**src/rtl/booth_sequencer.sv**
```systemverilog
// -----------------------------------------------------------------------------
// booth_sequencer
//
// Control and operand side of a radix-4 Booth multiplier, 64 x 64 -> 128 bits,
// signed. The block produces one Booth partial product per step. An external
// result controller folds it into the accumulator and hands the next
// accumulator value back on resultIn. The expected fold is
//   resultIn = (product >>> 2) + shiftedNumber
// Each step adds digit*M at weight 2^62, and the 31 later right shifts bring
// it down to its true weight. After 32 accepted steps the accumulator holds
// M*Q exactly.
//
// Ports
//   clk            rising-edge clock
//   reset_n        synchronous reset, active low
//   start          begin a multiplication (accepted only while idle)
//   multiplicand   signed M, captured with start
//   multiplier     signed Q, captured with start
//   resultIn       next accumulator value from the result controller
//   resultEnabler  accept strobe from the result controller; one step per high cycle
//   op             state code: 00 idle, 01 calculating, 10 done
//   shiftedNumber  current partial product, sign-extended digit*M placed at bit 62
//   product        accumulator register
//   done           high for the single cycle in which op = 10
// -----------------------------------------------------------------------------
module booth_sequencer (
  input  logic         clk,
  input  logic         reset_n,
  input  logic         start,
  input  logic [63:0]  multiplicand,
  input  logic [63:0]  multiplier,
  input  logic [127:0] resultIn,
  input  logic         resultEnabler,
  output logic [1:0]   op,
  output logic [127:0] shiftedNumber,
  output logic [127:0] product,
  output logic         done
);

  typedef enum logic [1:0] {
    IDLE        = 2'b00,
    CALCULATING = 2'b01,
    DONE        = 2'b10
  } stateT;

  stateT               state;
  logic signed [63:0]  mReg;
  // Multiplier with an appended 0 below the LSB. Bits [2:0] form the
  // current Booth window.
  logic signed [64:0]  qReg;
  logic [4:0]          stepCount;
  logic signed [127:0] productReg;
  logic                doneReg;

  // Radix-4 Booth recoding of a 3-bit window into digit*M. The result is 66
  // bits wide so that -2 * (-2^63) = +2^64 is still representable.
  function automatic logic signed [65:0] boothPartial(
    input logic signed [63:0] m,
    input logic        [2:0]  code
  );
    logic signed [65:0] mExt;
    mExt = {{2{m[63]}}, m};
    unique case (code)
      3'b001, 3'b010: boothPartial = mExt;
      3'b011:         boothPartial = mExt <<< 1;
      3'b100:         boothPartial = -(mExt <<< 1);
      3'b101, 3'b110: boothPartial = -mExt;
      default:        boothPartial = '0;
    endcase
  endfunction

  // The partial product depends only on registered state. Outside the
  // calculation it is forced to 0, so the controller folds in nothing.
  always_comb begin
    shiftedNumber = '0;
    if (state == CALCULATING) begin
      shiftedNumber = {boothPartial(mReg, qReg[2:0]), 62'd0};
    end
  end

  always_ff @(posedge clk) begin
    if (!reset_n) begin
      state      <= IDLE;
      mReg       <= '0;
      qReg       <= '0;
      stepCount  <= '0;
      productReg <= '0;
      doneReg    <= 1'b0;
    end else begin
      doneReg <= 1'b0;
      unique case (state)
        IDLE: begin
          if (start) begin
            mReg       <= multiplicand;
            qReg       <= {multiplier, 1'b0};
            productReg <= '0;
            stepCount  <= '0;
            state      <= CALCULATING;
          end
        end
        CALCULATING: begin
          // A low accept strobe stalls every register.
          if (resultEnabler) begin
            productReg <= resultIn;
            qReg       <= qReg >>> 2;
            stepCount  <= stepCount + 5'd1;
            if (stepCount == 5'd31) begin
              state   <= DONE;
              doneReg <= 1'b1;
            end
          end
        end
        DONE: begin
          state <= IDLE;
        end
        default: begin
          state <= IDLE;
        end
      endcase
    end
  end

  assign op      = state;
  assign product = productReg;
  assign done    = doneReg;

endmodule

```
**config.mk**
```make
export PLATFORM = sky130hd
export DESIGN_NAME = booth_sequencer
export DESIGN_NICKNAME = d
export VERILOG_FILES = /design/src/rtl/booth_sequencer.sv
export SDC_FILE = /design/constraint.sdc
export NUM_CORES = 1
export LEC_CHECK = 0
export ABC_AREA = 1
export ABC_CLOCK_PERIOD_IN_PS = 1800
export CAP_MARGIN = 20
export CORE_ASPECT_RATIO = 1.1
export CORE_UTILIZATION = 35
export DETAILED_ROUTE_END_ITERATION = 8
export GPL_ROUTABILITY_DRIVEN = 0
export HOLD_SLACK_MARGIN = 0.06
export PLACE_DENSITY = 0.68
export SYNTH_ARGS = -nofsm -noshare
export SYNTH_HDL_FRONTEND = slang
export SYNTH_SLANG_ARGS = --single-unit
```
**constraint.sdc**
```tcl
create_clock -name clk -period 1.8 [get_ports clk]
set_input_delay 0.36 -clock clk [delete_from_list [all_inputs] [get_ports clk]]
set_output_delay 0.36 -clock clk [all_outputs]
set_load 0.03 [all_outputs]
```
==> results of run 1 <==
## per-layer routing
metal,wire length (µm),share of wire
met5,135,0.0022
met2,30700,0.49
met4,3190,0.051
met3,5970,0.096
met1,22200,0.36
## stage by stage
step,util,setup slack (ps),TNS (ps)
3_3_place_gp,0.513,-442,-37270
4_1_cts,0.556,-952,-55670
5_1_grt,0.592,-1160,-67610
3_5_place_dp,0.513,-499,-41350
2_1_floorplan,-,-51.3,-380
6_report,0.592,-1070,-60760
## layout make-up
type                    count  area, µm²
fillers                  3550      16500
repair buffers            639       6890
diodes                      8       20.0
inverters                 182        713
clock buffers              34        797
multi-input cells        1587       9260
clock inverters            22        283
well taps                 513        642
flip-flops and latches    265       5350
## cells by family after synthesis
group / share of synthesized area
flip-flops: 0.367
buffers and inverters: 0.124
adder cells (fa/ha/maj): 0.00260
AO/OA/AOI/OAI: 0.209
XOR/XNOR: 0.0120
other: 0.000260
AND/OR/NAND/NOR: 0.285
## worst max-delay path: stages (launching register included)
cell	delay (ps)
sky130_fd_sc_hd__dfxtp_1	360
sky130_fd_sc_hd__nor2_2	200
sky130_fd_sc_hd__nand2_1	140
sky130_fd_sc_hd__nor2_2	160
sky130_fd_sc_hd__nand2_2	100
sky130_fd_sc_hd__nor2_4	240
sky130_fd_sc_hd__buf_12	160
sky130_fd_sc_hd__buf_6	100
sky130_fd_sc_hd__nand2_4	50
sky130_fd_sc_hd__nand3_2	70
sky130_fd_sc_hd__nand2_2	60
sky130_fd_sc_hd__inv_2	80
sky130_fd_sc_hd__a21oi_4	60
sky130_fd_sc_hd__buf_6	140
## final timing paths
| kind | from | endpoint | slack, ps |
|---|---|---|---|
| worst max-delay path | mReg[24] | shiftedNumber[126] | -1070 |
| worst min-delay path | reset_n | qReg[54] | 100 |
| worst max register to register | op[0] | stepCount[3] | 130 |
| worst min register to register | qReg[3] | qReg[1] | 470 |
## power by group through the flow
stage	combinational [mW]	clock (mW)	sequential, mW
6_report	7.20	6.83	6.76
5_1_grt	7.65	7.16	6.81
4_1_cts	6.41	6.91	6.72
3_5_place_dp	6.21	0	6.82
3_3_place_gp	6.15	0	6.80
2_1_floorplan	3.03	0	7.29
## synth_stat cells, types with 2 or more instances
master	instances
sky130_fd_sc_hd__nand2_1	386
sky130_fd_sc_hd__o21ai_0	290
sky130_fd_sc_hd__nor2_1	278
sky130_fd_sc_hd__dfxtp_1	265
sky130_fd_sc_hd__nand3_1	204
sky130_fd_sc_hd__inv_1	177
sky130_fd_sc_hd__a21oi_1	135
sky130_fd_sc_hd__clkbuf_1	85
sky130_fd_sc_hd__o22ai_1	66
sky130_fd_sc_hd__a31oi_1	65
sky130_fd_sc_hd__buf_4	65
sky130_fd_sc_hd__buf_2	44
sky130_fd_sc_hd__nand3b_1	20
sky130_fd_sc_hd__xor2_1	16
sky130_fd_sc_hd__nor2_4	12
sky130_fd_sc_hd__nor2_2	11
sky130_fd_sc_hd__nand2_2	9
sky130_fd_sc_hd__o21ai_1	9
sky130_fd_sc_hd__buf_1	6
sky130_fd_sc_hd__buf_6	5
sky130_fd_sc_hd__inv_2	5
sky130_fd_sc_hd__nand2_4	5
sky130_fd_sc_hd__nor2_8	4
sky130_fd_sc_hd__ha_1	3
sky130_fd_sc_hd__nor4_1	3
sky130_fd_sc_hd__xor2_2	2
## flip-flops by register name (all words and copies together), names as in the netlist
signal     count
stepCount      5
mReg          64
done           1
op             2
qReg          65
product      128
## what timing repair did
| item | 4_1_cts | 5_1_grt |
|---|---|---|
| endpoints found under the hold margin | 0 | 0 |
| setup endpoints to repair | 207 | 87 |
| buffers inserted | 18 | 30 |
| pin swaps | 59 | 117 |
| cloned | 0 | 1 |
| resized for setup | 344 | 308 |
==> metrics list, run 1 <==
- The number of antenna violations at the first check in global routing is 9.
* Most Crowded Layer GR: met2
- Summed over all nets, the switching power comes to 7.41 mW.
- Setup repair after global routing missed its margin: true
- For met2 alone, demand over resource in global routing was 0.479.
- Leaving out fill and tap cells, the most frequent cell in the layout is sky130_fd_sc_hd__nand2_1.
- For the finished layout, the period the worst path requires is 2870 ps.
* Standby leakage power: 10.3 nW
* Starting utilization of the core area: 0.357
- Endpoint required time on the critical path: 1440 ps
- Net count of the finished layout: 2,969
- The share of synthesized area in the top cell type comes to 0.367.
- Clock tree skew after final layout: 14.9 ps
* Hold depth: 3
* Number of I/O port buffers: 456
- Yosys printed 0 warnings.
- The pre-antenna-repair detailed-routing pass consisted of 8 iterations.
* Area Overhead vs Synth: 65.8%
- Max-slew headroom: 0.571
- Clock Power Share: 0.328
* Clock Tree Root: sky130_fd_sc_hd__clkbuf_16
* Global Route met1 Usage: 0.304
- Cell internal power was estimated by the tool at about 13 mW.
- In the routed layout, each cell is associated on average with a via count of 5.38.
- Post-synth ARST share: 0
* Power density of the placed cells: between 800 and 900 nW/µm²
* Rows: between 70 and 80
- Along the worst path, the maximum fanout reaches 4.
* Peak VDD IR: between 0.7 and 0.8 mV
- Counting distinct cell types in the post-synthesis netlist gives 34.
- CTS saw 265 sinks.
* Average instance area after synthesis: 6.63 µm²
* Failing checks: setup timing
- Entering global routing, the biggest net connects 143 pins.
- CTS tree: done
- STA classifies the critical path endpoint as a primary output.
- By area the synthesized netlist is led by sky130_fd_sc_hd__dfxtp_1 (37%), sky130_fd_sc_hd__o21ai_0 (10%), sky130_fd_sc_hd__nand2_1 (10%).
- After synthesis the cells add up to 14,400 µm².
- Highest-count cells in the layout ignoring fill and taps: sky130_fd_sc_hd__nand2_1 (285), sky130_fd_sc_hd__o21ai_0 (261), sky130_fd_sc_hd__clkdlybuf4s50_1 (258), sky130_fd_sc_hd__dfxtp_1 (241), sky130_fd_sc_hd__nor2_1 (177)
* Share of total power in sequential cells: 0.325
* Number of vias in the routed layout: 17,490
- Instance count after placement with tap cells included: 3,141
* Number of DRC violations after detailed routing: 0
* Overall fraction of global-route tracks in use: 0.270
- Across all setup checks in the final design, the least slack found is -1070 ps.
* Core Region: 40,500 µm²
* Number of buffers between clock root and the deepest sink: 3
- Endpoint arrival time on the critical path: 2510 ps
* Gate Count Post-Synth: around 2,200
* Main synth FF type: sky130_fd_sc_hd__dfxtp_1
- EDFF count, synth: 0
* Total power: around 21 mW
- The first global-routing pass estimated 90.5 mm of wire.
- Outcome: finished, violations left
* Number of buffers created by CTS: 31
* Global route total overflow: 0
- Final setup violation count: 66
* Met3 capacity usage during global routing: 0.0728
* Average routed wire per standard cell: 19.1 µm
- F_max: 348 MHz
- # Max-Cap Violations: 0
- Non-filler cells in the finished layout: 3,250
* Worst-case hold slack: between 100 and 150 ps
- Ratio of cells with drive above 1 in the final layout: 0.279
- Classification of the worst-slack hold path: in -> reg
- Largest area contributor in the synthesized netlist: sky130_fd_sc_hd__dfxtp_1
- Startpoint types: flop
* Post-route standard cell area excluding fillers: 23,900 µm²
* Combinational Power Share: 0.347
- Switching portion of total power: 0.357
- The critical path is of the reg -> out type.
- The max-slew violation total from the final report came to 0.
- Slew of the pin with the lowest slew margin: 643 ps
- Of the synthesized area, sequential elements account for 0.367.
* Count of H-tree levels built during CTS: 1
- Detailed placement ended at an HPWL of 43.7 mm.
- Worst reg2reg path depth: 9
- Clock latency on the worst-skew pair, taken at its later pin, is 580 ps.
* Total Die Area: approximately 42,000 µm²
* Synthesis-stage register bit count: between 200 and 300
* 1st-iter DRT viols: 1,374
- Once detail routing completed, the nets flagged for antenna violations numbered 0.
- Final routed wirelength across all metal layers: just over 60 mm
- Dividing the final minimum period by the clock period gives 1.59.
- 519 I/O pins were placed.
* Hold-fix buffers at CTS: 0
* Die Wd: 196 µm
- Floorplan die height: 215 µm
* Vias in the first global route: 16,688
- Area after DPL: 20,800 µm²
- The hold violation total from the final report was 0.
- After clock tree synthesis, the clock-pin slew on the worst setup and hold paths is ~70 ps.
Note: power is estimated with default switching activity, not from simulation.
==> run 2, diff against run 1 <==
TNS_END_PERCENT = 20   (was not set)
==> metrics list, run 2 (synthesis gave the netlist of run 1 again) <==
- Clock Pin Slew Worst Setup and Hold Paths: 60 ps (about the same)
- The area inside the core boundary came to 40,500 µm² (unchanged).
- The final routed wirelength across all metal layers was 61.3 mm (-1.4%).
- Floorplan die height: 215 µm (unchanged)
- Startpoint types: flop
* Rows: 77 (unchanged)
- # clock sinks: 265 (unchanged)
* Met2 global-route usage: 0.458 (-0.0211)
- The total of endpoints with negative setup slack in the final report came to 66 (unchanged).
* Dpl hpwl: 43.5 mm (-0.44%)
- The critical path is of the reg -> out type.
- The arrival time at the worst endpoint was 2550 ps (+40 ps).
* Final min period: 2910 ps (+35.7 ps)
* Final critical-path setup slack: -1110 ps (-35.7 ps)
- Non-filler cells in the finished layout: 3,255 (+0.15%)
* Endpoint required time on the critical path: 1440 ps (about the same)
- The clock insertion delay at the later pin of the skew report is 580 ps (about the same).
- The routing usage on met3 was 0.0728 (unchanged).
- Failing checks: DRC, setup timing
- After global routing, the most crowded layer is met2.
* Number of vias in the routed layout: 17,420 (-0.40%)
- Wire length of the first global-routing pass: 90.0 mm (-0.60%)
- By instance count, the cell type seen most on the critical path is sky130_fd_sc_hd__nor2_4.
- Sort of element at the end of the critical path: primary output
- The global routing usage on met1 came to 0.298 (-0.00508).
* Hold-fix buffers at CTS: 0 (unchanged)
- Final-layout fill cell count: 3,596 (+1.3%)
* Number of nets with antenna violations after routing: 0 (unchanged)
- Clock tree skew after final layout: 11.7 ps (-3.22 ps)
* Instance count after placement with tap cells included: 3,157 (+0.51%)
- The total leakage power is 10.1 nW (-1.6%).
- The power per cell area is 879 nW/µm² (+1.3%).
- The combined buffer and inverter count along the critical path came to 2 (-2).
- Area Overhead vs Synth: 62.8%
* Total power: 20.7 mW (-0.53%)
* Ratio of cells with drive above 1 in the final layout: 0.240 (-0.0390)
* Num ports: 519 (unchanged)
- Highest cell delay on the worst timing path: 390 ps (+30 ps)
* # Max-Cap Violations: 0 (unchanged)
* Outcome: finished, violations left
* Starting utilization of the core area: 0.357 (unchanged)
- Mean number of vias per cell: 5.35 (-0.55%)
- Leading cell type in the layout, fill and taps excluded: sky130_fd_sc_hd__nand2_1
* Average routed wire per standard cell: 18.8 µm (-1.6%)
* Kind of cell with the highest combined delay on the critical path: simple AND/OR/NAND/NOR gates
* Timing endpoint of the critical path: shiftedNumber[92]
- The hold violation total from the final report was 0 (unchanged).
* Final worst-path cycle share: 1.61 (+0.0198)
- Classification of the worst-slack hold path: in -> reg
* Worst r2r src: op[0]
- Worst Setup SP: mReg[25]
* Maximum number of pins on one net before global-route repair: 83 (-42%)
- Traced cell by cell, the critical path runs through nor2_4 > nand2_2 > nor2_4 > nand2_2 > nor2_4 > xor2_2 > nand2_1 > nand3_1 > nand2_1 > inv_2 > buf_12.
* Number of DRC violations after detailed routing: 2 (+2)
- F_max: 344 MHz (-1.2%)
- Setup TNS Final: -60,570 ps (+197 ps)
- The highest ir drop seen on vdd is 0.772 mV (-3.2%).
- In the layout the commonest cells are sky130_fd_sc_hd__nand2_1 (323), sky130_fd_sc_hd__o21ai_0 (268), sky130_fd_sc_hd__clkdlybuf4s50_1 (258), sky130_fd_sc_hd__dfxtp_1 (231), sky130_fd_sc_hd__nor2_1 (193).
- Final Slew Violations: 0 (unchanged)
* Total Die Area: 42,100 µm² (unchanged)
* 1st-iter DRT viols: 1,658 (+21%)
- The tree is rooted in a sky130_fd_sc_hd__clkbuf_16.
- Internal reg-to-reg setup slack: 110 ps (-20 ps)
* Number of I/O port buffers: 456 (unchanged)
* Utilization of the core after routing: 0.581 (-0.0108)
- The count of TritonRoute iterations in the first routing pass is 9 (+1).
- Worst reg2reg path endpoint: product[97]
* Count of H-tree levels built during CTS: 1 (unchanged)
- Flip-flop count of the largest register, all copies and words added: 128 (unchanged)
- Overall fraction of global-route tracks in use: 0.267 (-0.00305)
* Global route total overflow: 0 (unchanged)
- Initial antenna violation count: 21 (+12)
* Number of buffers between clock root and the deepest sink: 3 (unchanged)
- CP Depth: 11 (-2)
- The clock buffer count from CTS was 31 (unchanged).
- The final hold slack was 159 ps (+57.0 ps).
- Vias in the first global route: 16,823 (+0.81%)
* Worst reg2reg path depth: 6 (-3)
- Net count of the finished layout: 2,962 (-0.24%)
- The largest fanout of any net on the critical path came to 6 (+2).
- Crit path max-delay cell type: sky130_fd_sc_hd__dfxtp_4
* Setup repair after global routing missed its margin: true
- TritonCTS built the clock tree.
- Die Wd: 196 µm (unchanged)
==> run 2: changes by cell type in the layout (fill, tap and decap cells not counted), sizes merged <==
| cell | before | now |
|---|---|---|
| diode | 8 | 20 |
| buf | 251 | 242 |
| clkbuf | 35 | 42 |
| clkinv | 13 | 6 |
| clkinvlp | 0 | 2 |
| dlygate4sd2 | 124 | 126 |
| inv | 185 | 183 |
| clkdlybuf4s15 | 5 | 4 |
| dlymetal6s2s | 0 | 1 |
==> run 2: worst min-delay path by stage <==
stage / startpoint / endpoint / slack (ps) / cells after the start
after floorplan: qReg[53] / qReg[51] / 460 / 2
after global placement: qReg[48] / qReg[46] / 460 / 2
after detailed placement: qReg[48] / qReg[46] / 470 / 2
after CTS: reset_n / qReg[20] / 140 / 3
after global routing: reset_n / qReg[27] / 160 / 3
final: reset_n / qReg[29] / 160 / 3
==> run 2: power by group <==
part           total (mW)  leakage [nW]  internal, mW  switching [mW]
Sequential           6.77          2.20          6.40           0.368
Combinational        7.02          7.36          2.85            4.17
Clock                6.89         0.538          4.22            2.67
==> run 2: repair_timing <==
item	4_1_cts	5_1_grt
pin swaps	64	53
resized for setup	339	180
buffers inserted	15	7
endpoints found under the setup margin	198	152
gates cloned	0	1
==> run 2: area by class of cell <==
cell class                 count  area [µm²]  share of cell area
sequential                   265        5360               0.228
clock inverter                15         241              0.0103
tap                          513         642              0.0273
multi-input combinational   1587        8810               0.375
antenna                       20        50.0             0.00213
clock buffer                  41         863              0.0367
timing repair buffer         632        6850               0.291
inverter                     182         696              0.0296
==> run 2: metal layers <==
metal,up-vias,share of wire
met5,-,0.00023
met4,2,0.061
met3,262,0.11
met2,1003,0.48
met1,7997,0.35
li1,8156,-
==> run 2: metrics by stage <==
step                worst slack, ps  area [µm²]
floorplan                     -53.0       14800
global placement               -652       21100
detailed placement             -653       21100
CTS                            -950       22800
global route                  -1200       23500
finish                        -1110       23500
==> run 2: worst reg2reg max path: cells and delay by family (launching register included) <==
family          cells  cell delay [ps]
simple gates        2              350
flops               1              340
compound gates      1              230
buf+inv             3              700
